**config.mk**
```make
export PLATFORM = sky130hd
export DESIGN_NAME = fetch_redirect_ctrl
export DESIGN_NICKNAME = d
export VERILOG_FILES = /design/src/rtl/fetch_redirect_ctrl.sv
export SDC_FILE = /design/constraint.sdc
export NUM_CORES = 2
export LEC_CHECK = 0
export ABC_AREA = 1
export CAP_MARGIN = 20
export CORE_MARGIN = 4
export CORE_UTILIZATION = 35
export CTS_BUF_LIST = sky130_fd_sc_hd__clkbuf_16
export CTS_CLUSTER_DIAMETER = 40
export CTS_CLUSTER_SIZE = 16
export DETAILED_ROUTE_END_ITERATION = 12
export DONT_BUFFER_PORTS = 1
export PLACE_DENSITY = 0.49
export REMOVE_ABC_BUFFERS = 1
export SLEW_MARGIN = 10
export SYNTH_ARGS = -nofsm -noshare
export SYNTH_HDL_FRONTEND = slang
export SYNTH_SLANG_ARGS = --single-unit
```
**constraint.sdc**
```tcl
create_clock -name clk -period 41.2 [get_ports clk]
set_input_delay 4.12 -clock clk [delete_from_list [all_inputs] [get_ports clk]]
set_output_delay 4.12 -clock clk [all_outputs]
set_load 0.01 [all_outputs]
```
**src/rtl/fetch_redirect_ctrl.sv**
```systemverilog
// Next-PC steering for the fetch stage: a direct-mapped BTB with 2-bit
// counters produces the predicted redirect. Mispredicts resolved in EX
// become flush/pc_branch. A small halt FSM drains fetch before it freezes.
module fetch_redirect_ctrl #(
  parameter int ENTRIES   = 16,
  parameter int IDX_W     = 4,
  parameter int DRAIN_CYC = 3
) (
  input  logic        clk,
  input  logic        rst,
  input  logic [31:0] cpc,
  input  logic        stall_in,
  input  logic        halt_in,
  input  logic        ex_br_valid,
  input  logic [31:0] ex_pc,
  input  logic        ex_taken,
  input  logic [31:0] ex_target,
  input  logic        ex_pred_taken,
  input  logic [31:0] ex_pred_target,
  output logic        prediction,
  output logic [31:0] control_pc,
  output logic        flush,
  output logic [31:0] pc_branch,
  output logic        nop,
  output logic        halt_happen,
  output logic [15:0] mispred_cnt
);

  localparam int TAG_W = 30 - IDX_W;
  localparam int CNT_W = (DRAIN_CYC > 1) ? $clog2(DRAIN_CYC) : 1;

  typedef enum logic [1:0] {S_RUN, S_DRAIN, S_HALTED} state_t;

  // BTB storage; kept in flops because reset must clear every entry
  logic             r_valid  [ENTRIES];
  logic [TAG_W-1:0] r_tag    [ENTRIES];
  logic [31:0]      r_target [ENTRIES];
  logic [1:0]       r_ctr    [ENTRIES];

  state_t           r_state;
  state_t           w_state_next;
  logic [CNT_W-1:0] r_drain_cnt;
  logic [CNT_W-1:0] w_drain_cnt_next;
  logic [15:0]      r_mispred_cnt;

  logic [IDX_W-1:0] w_lk_idx;
  logic [TAG_W-1:0] w_lk_tag;
  logic             w_lk_hit;
  logic [IDX_W-1:0] w_upd_idx;
  logic [TAG_W-1:0] w_upd_tag;
  logic             w_upd_hit;
  logic             w_flush;
  logic             w_nop;
  logic             w_unused_bits;

  // Byte-offset bits never select anything; instructions are word aligned
  assign w_unused_bits = ^{cpc[1:0], ex_pc[1:0]};

  assign w_lk_idx  = cpc[IDX_W+1:2];
  assign w_lk_tag  = cpc[31:IDX_W+2];
  assign w_lk_hit  = r_valid[w_lk_idx] & (r_tag[w_lk_idx] == w_lk_tag);

  assign w_upd_idx = ex_pc[IDX_W+1:2];
  assign w_upd_tag = ex_pc[31:IDX_W+2];
  assign w_upd_hit = r_valid[w_upd_idx] & (r_tag[w_upd_idx] == w_upd_tag);

  // Wrong direction, or right direction but wrong target, is a mispredict
  assign w_flush = ex_br_valid &
                   ((ex_taken != ex_pred_taken) |
                    (ex_taken & ex_pred_taken & (ex_target != ex_pred_target)));
  assign w_nop   = stall_in & ~w_flush;

  assign flush       = w_flush;
  assign pc_branch   = ex_taken ? ex_target : (ex_pc + 32'd4);
  assign control_pc  = r_target[w_lk_idx];
  assign mispred_cnt = r_mispred_cnt;

  // BTB training from EX resolutions; lookups this cycle see old contents
  always_ff @(posedge clk or posedge rst) begin
    if (rst) begin
      for (int i = 0; i < ENTRIES; i++) begin
        r_valid[i]  <= 1'b0;
        r_tag[i]    <= '0;
        r_target[i] <= '0;
        r_ctr[i]    <= 2'b01;
      end
    end else if (ex_br_valid) begin
      if (w_upd_hit) begin
        if (ex_taken) begin
          if (r_ctr[w_upd_idx] != 2'b11)
            r_ctr[w_upd_idx] <= r_ctr[w_upd_idx] + 2'b01;
          r_target[w_upd_idx] <= ex_target;
        end else if (r_ctr[w_upd_idx] != 2'b00) begin
          r_ctr[w_upd_idx] <= r_ctr[w_upd_idx] - 2'b01;
        end
      end else if (ex_taken) begin
        r_valid[w_upd_idx]  <= 1'b1;
        r_tag[w_upd_idx]    <= w_upd_tag;
        r_target[w_upd_idx] <= ex_target;
        r_ctr[w_upd_idx]    <= 2'b10;
      end
    end
  end

  // Saturating mispredict counter
  always_ff @(posedge clk or posedge rst) begin
    if (rst)
      r_mispred_cnt <= '0;
    else if (w_flush && (r_mispred_cnt != 16'hFFFF))
      r_mispred_cnt <= r_mispred_cnt + 16'd1;
  end

  // Halt FSM state register
  always_ff @(posedge clk or posedge rst) begin
    if (rst) begin
      r_state     <= S_RUN;
      r_drain_cnt <= '0;
    end else begin
      r_state     <= w_state_next;
      r_drain_cnt <= w_drain_cnt_next;
    end
  end

  // Halt FSM next state: a flush while draining means the halt was speculative
  always_comb begin
    w_state_next     = r_state;
    w_drain_cnt_next = r_drain_cnt;
    case (r_state)
      S_RUN: begin
        if (halt_in && !w_flush && !stall_in) begin
          w_state_next     = S_DRAIN;
          w_drain_cnt_next = CNT_W'(DRAIN_CYC - 1);
        end
      end
      S_DRAIN: begin
        if (w_flush)
          w_state_next = S_RUN;
        else if (r_drain_cnt == '0)
          w_state_next = S_HALTED;
        else
          w_drain_cnt_next = r_drain_cnt - 1'b1;
      end
      S_HALTED: w_state_next = S_HALTED;
      default:  w_state_next = S_RUN;
    endcase
  end

  // Fetch command outputs, prioritised flush > halt/stall > prediction
  always_comb begin
    nop         = w_nop;
    prediction  = w_lk_hit & r_ctr[w_lk_idx][1] & ~w_flush & ~w_nop &
                  (r_state == S_RUN);
    halt_happen = (r_state == S_HALTED) | ((r_state == S_DRAIN) & ~w_flush);
  end

endmodule

```
### Word-level counts from Yosys, hierarchy flattened

Cells that the tools add are included.

* add/sub/neg operators: 5
* $lt $le $gt $ge: 3
* equal/unequal tests: 13
* muxes and demuxes: 47
* bitwise logic cells: 22
* reduce and logical (&&, ||, !) cells: 17

Operators with widths (number)
* bitwise mux 512 bit: 1
* bitwise mux 416 bit: 1
* two-way mux 32 bit: 9
* binary-select mux 26 bit (select 4 bit): 2
* two-way mux 26 bit: 5
* binary-select mux 32 bit (select 4 bit): 1
* demux 32 bit (select 4 bit): 1
* demux 26 bit (select 4 bit): 1
* bitwise mux 32 bit: 2
* equality test 26 bit: 2
* adder 32 x 3 -> 32 bit, second input constant: 1
* != test 32 bit: 1
* bitwise OR 16 bit: 2
* two-way mux 2 bit: 11
* adder 16 x 1 -> 16 bit, second input constant: 1
* bitwise AND 16 bit: 1
* binary-select mux 2 bit (select 4 bit): 2
* != test 16 bit, second input constant: 1
* NOT 16 bit: 1
* bitwise AND 1 bit: 11
* >= comparator 5 bit, second input constant: 2
* NOT 4 -> 5 bit: 2
* binary-select mux 1 bit (select 4 bit): 2
* demux 2 bit (select 4 bit): 1
* other kinds (22): 43

* register bits after elaboration: 996
* bits of input ports: 135
* output and inout port bits: 84
* logic and storage cells: 174

### Depth between registers and ports, before layout

* word-level depth: 10
* gate-level depth with buffers: 24

### Worst setup path before layout

OpenSTA, ideal clock, no wires.

* path kind: input-to-output
* start: in ex_pc[3]
* end: out pc_branch[29]
* arrival time: 6.304 ns
* data required time: 37.080 ns
* path slack: 30.776 ns
* stages: 15
* path buffers: 4
* cell sequence: buf_2 buf_2 buf_4 buf_2 nand3_2 nor3_1 nand3_1 nor4_2 nand2_1 nor2_2 nand3_2 nor3_1 xor2_1 nor2_1 nor2_1

* longest elaborated chain between the ends: 2

RTL lines
* from (decl): RTL line 15 `input logic [31:0] ex_pc,`
* adder 32 x 3 -> 32 bit: RTL line 74 `assign pc_branch = ex_taken ? ex_target : (ex_pc + 32'd4);`
* two-way mux 32 bit: RTL line 74
* to (decl): RTL line 23 `output logic [31:0] pc_branch,`

Every way passes these cells.

### Worst setup path in the final report

* start: in cpc[2]
* end: out prediction

* longest elaborated chain between the ends: 10
* elaborated cells between the ends (all ways): 16
* those cells by class: eq/ne (1); mux (9); bitwise (6)

RTL lines
* from (decl): RTL line 11 `input logic [31:0] cpc,`
* NOT 4 -> 5 bit (implied by the code) *: RTL line 61, 151
* binary-select mux 26 bit (select 4 bit): RTL line 61 `assign w_lk_hit = r_valid[w_lk_idx] & (r_tag[w_lk_idx] == w_lk_tag);`
* two-way mux 26 bit (implied by the code) (2 in series): RTL line 61
* equality test 26 bit: RTL line 61
* bitwise AND 1 bit: RTL line 61
* bitwise AND 1 bit * (4 in series): RTL line 151 `prediction = w_lk_hit & r_ctr[w_lk_idx][1] & ~w_flush & ~w_nop &`
* to (decl): RTL line 20 `output logic prediction,`

Every way passes the cells marked *; elsewhere a longest branch is shown, timed or not. The select of a mux whose other input is x is not followed.

==> out/results.tsv <==
stage	metric	value	unit
setup_path	Worst setup SP type	input port	
sta	final hold violations	0	
run_status	failing checks	max-slew violations	
floorplan	Die Span X	396	um
global_routing	GRT Total Usage	25.1	%
setup_path	worst reg2reg path startpoint	r_tag[354]$_DFFE_PP0P_	
clock_network	hold_buf cts	0	
global_routing	global route total overflow	0	
setup_path	Worst Path Max Fanout	699	
logic_synthesis	register bit total from synthesis	996	
routing	Routed Antenna Nets	0	
power	switching part of the total	29.1	%
clock_network	post-CTS setup buffer count	0	
power	Comb pwr share	13.9	%
routing	drt wl/cell	22.0	um
sta	slew margin rel.	-5.71	%
global_routing	first-pass GRT wire length	298	mm
setup_path	CP dominant cell by count	o21ai_0	
setup_path	Crit path max-delay family	buffers and inverters	
global_routing	via count of the first global-routing pass	44924	
sta	Max Freq	0.0810	GHz
setup_path	path depth of the worst reg2reg path	15	
clock_network	post_cts resized	0	
floorplan	I/O Pins	219	
floorplan	total core area	150000	um^2
clock_network	TritonCTS clock tree	yes	
placed_design	GP Congestion	0.841	
global_routing	number of antenna violations at the first check in global routing	7	
power	leakage power	27.9	nW
logic_synthesis	yosys synthesis warning count	0	
sta	clk_skew	0.0728	ns
sta	Setup TNS Final	0	ns
sta	final period utilization	29.9	%
setup_path	Worst Path Required	37.08	ns
sta	unrepaired setup endpoints after global routing	no	
hold_path	Hold Path Class	flop to flop	
clock_network	Num CTS Buffers	195	
power	Int Pwr	2.41	mW
setup_path	slowest cell on the critical path	o21ai_0	
setup_path	crit end category	primary output	
logic_synthesis	synth unique cells	40	
setup_path	worst path bufs/invs	2	
power	Sequential Power Share	37.9	%
clock_network	# clock sinks	996	
sta	final setup fails	0	
sta	slew of the pin with the lowest slew margin	1.59	ns
setup_path	WP data arrival	8.22	ns
finish	fraction of layout cells with a size suffix above 1	6.36	%
clock_network	Clock Pin Slew Worst Setup and Hold Paths	0.04	ns
logic_synthesis	Synth Cell Area	52600	um^2
placed_design	dpl hpwl	109	mm
clock_network	Worst-Skew Late Latency	0.84	ns
logic_synthesis	Avg Synthesized Cell Area	7.28	um^2
clock_network	H-Tree Level Count	4	
routing	DRT Pass-1 Iters	6	
clock_network	Max clock buf depth	3	
logic_synthesis	Mapped Cells	7226	
power	Worst VDD drop	0.0422	mV
routing	# DRC	0	
power	Clk pwr share	48.3	%
floorplan	starting density of the core	35.2	%
power	PD cells	56.3	nW/um^2
run	maxcap violations	0	
finish	Synth-to-Final Area Change	14.7	%
routing	detailed router's first-iteration violation count	4515	
run_status	status	finished, violations left	
setup_path	worst path cell trace	inv_8 -> buf_12 -> o21ai_0 -> o21ai_0 -> o22ai_1 -> o21ai_0 -> xor2_1 -> nor4_1 -> nand3b_1 -> nor2_1	
power	sw power	990	uW
routing	routed wire length	200	mm
placed_design	pre-CTS setup slack	29.03	ns
global_routing	largest net degree at the start of global routing	700	
floorplan	Cell Rows	142	
floorplan	Die Area	157000	um^2
routing	Vias	47699	
floorplan	die height	396	um
clock_network	clk root buf	clkbuf_16	
sta	setup ws final	28.86	ns
setup_path	Setup CP Type	input port to primary output	
setup_path	worst reg-to-reg setup slack	36.52	ns
placed_design	I/O Buffers	0	
sta	max-slew violations	192	
finish	fin nets	7049	
logic_synthesis	Seq/Total Area, Yosys	47.4	%
setup_path	Levels on crit path	10	
setup_path	r2r endpoint	r_tag[138]$_DFFE_PP0P_	
setup_path	Setup crit start	cpc[2]	
setup_path	CP peak stage delay	0.77	ns
routing	post-detailed-route via-to-cell ratio	5.25	
setup_path	Setup crit end	prediction	
sta	post-route minimum period	12.34	ns
[sequential cells by signal (all words and copies together), names as in the netlist]
name         cells
r_ctr           32
r_tag          416
r_state          2
r_valid         16
r_drain_cnt      2
r_target       512
mispred_cnt     16
[how the worst min path moves through the flow]
stage,startpoint,to,slack [ns],depth (start not counted)
2_1_floorplan,r_valid[11]$_DFFE_PP0P_,r_valid[11]$_DFFE_PP0P_,0.43,2
6_report,r_ctr[28]$_DFFE_PP1P_,r_ctr[28]$_DFFE_PP1P_,0.46,2
3_5_place_dp,r_valid[13]$_DFFE_PP0P_,r_valid[13]$_DFFE_PP0P_,0.45,2
3_3_place_gp,r_valid[11]$_DFFE_PP0P_,r_valid[11]$_DFFE_PP0P_,0.44,2
5_1_grt,r_ctr[30]$_DFFE_PP1P_,r_ctr[30]$_DFFE_PP1P_,0.48,2
4_1_cts,r_ctr[28]$_DFFE_PP1P_,r_ctr[28]$_DFFE_PP1P_,0.46,2
[power groups by stage]
stage	Sequential [mW]	Combinational, mW	Clock, mW
6_report	1.29	0.471	1.64
5_1_grt	1.31	0.554	1.72
4_1_cts	1.29	0.474	1.67
3_5_place_dp	1.30	0.471	0
3_3_place_gp	1.29	0.461	0
2_1_floorplan	1.28	0.359	0
[routing by layer]
metal | up-vias | GRT usage (%) | routed length (um)
met4 | 4 | 7.73 | 6000
li1 | 22844 | - | -
met5 | - | 0 | 38
met1 | 22911 | 34.9 | 89600
met2 | 1610 | 39.1 | 88900
met3 | 330 | 5.33 | 15000
[cells by family after synthesis]
group | after synthesis | synth area share [%]
AND/OR/NAND/NOR | 2762 | 20.6
AO/OA/AOI/OAI | 2145 | 21.3
buffers and inverters | 1236 | 9.20
flip-flops | 996 | 47.4
XOR/XNOR | 78 | 1.30
adder cells (fa/ha/maj) | 9 | 0.214
[synth_stat cells]
cell	count	share of area (%)
nand2_1	1695	12
o21ai_0	1455	14
dfrtp_1	980	47
nor2_1	755	5.4
inv_1	642	4.6
a21oi_1	525	5.0
clkbuf_1	407	2.9
nand3_1	229	2.2
buf_2	104	0.99
o221ai_1	74	1.2
buf_1	52	0.37
xnor2_1	42	0.70
nand4_1	38	0.45
o211ai_1	37	0.53
xor2_1	36	0.60
o22ai_1	35	0.42
nor3_1	20	0.19
dfstp_2	16	0.80
buf_4	12	0.17
ha_1	9	0.21
clkbuf_2	8	0.076
o21ai_1	7	0.067
or2_2	6	0.071
clkinv_1	5	0.036
nor4_1	5	0.059
inv_2	4	0.029
nand3b_1	4	0.057
o311ai_0	4	0.067
nor2_2	3	0.036
o21a_1	3	0.043
a21boi_1	2	0.029
a31oi_1	2	0.024
buf_6	2	0.043
nand3_2	2	0.038
a22o_1	1	0.017
and2_1	1	0.012
nand2_2	1	0.012
nor3b_1	1	0.014
nor4_2	1	0.024
or3_1	1	0.012
[worst reg2reg max path, cell delays in order, from the launching register on]
cell,delay [ns]
dfrtp_1,0.38
inv_1,0.07
nand2_1,0.05
nand3_1,0.11
nand2_1,0.06
nand2_1,0.06
nand2_1,0.14
o21ai_0,0.36
nand2_1,0.09
nor2_1,0.19
nand3_1,0.12
nor2_2,0.65
nand2_2,0.64
nand2_2,0.91
buf_4,0.55
o21ai_0,0.15
[area by class of cell]
cell class	instances	area, um^2
multi-input combinational	4994	23000
inverter	651	2480
clock buffer	195	4880
clock inverter	167	1950
tap	2016	2520
timing repair buffer	67	541
sequential	996	24900
fill	15728	89300
antenna	1	2.50
[placed cells by master, fill, tap and decap left out, types with 15 or more instances in the layout]
master	count
clkbuf_16	195
clkinv_1	30
nand3_1	227
xnor2_1	42
o22ai_1	35
nor3_1	16
o221ai_1	74
o21ai_0	1455
nand4_1	38
nand2_2	15
nand2_1	1679
nor2_1	743
dfstp_2	16
xor2_1	36
inv_1	664
buf_4	63
clkinv_2	41
bufinv_16	30
o211ai_1	37
a21oi_1	525
dfrtp_1	980
[through the flow]
stage	util [%]	total power [mW]	cells	hold WS (ns)	instance area [um^2]
2_1_floorplan	-	1.64	6641	0.428	50200
3_3_place_gp	35.8	1.76	8723	0.444	53500
3_5_place_dp	35.8	1.77	8723	0.450	53500
4_1_cts	40.3	3.43	9085	0.459	60300
5_1_grt	40.3	3.58	9086	0.477	60300
6_report	40.3	3.40	9087	0.461	60300
Power figures use the tool's default switching activity.
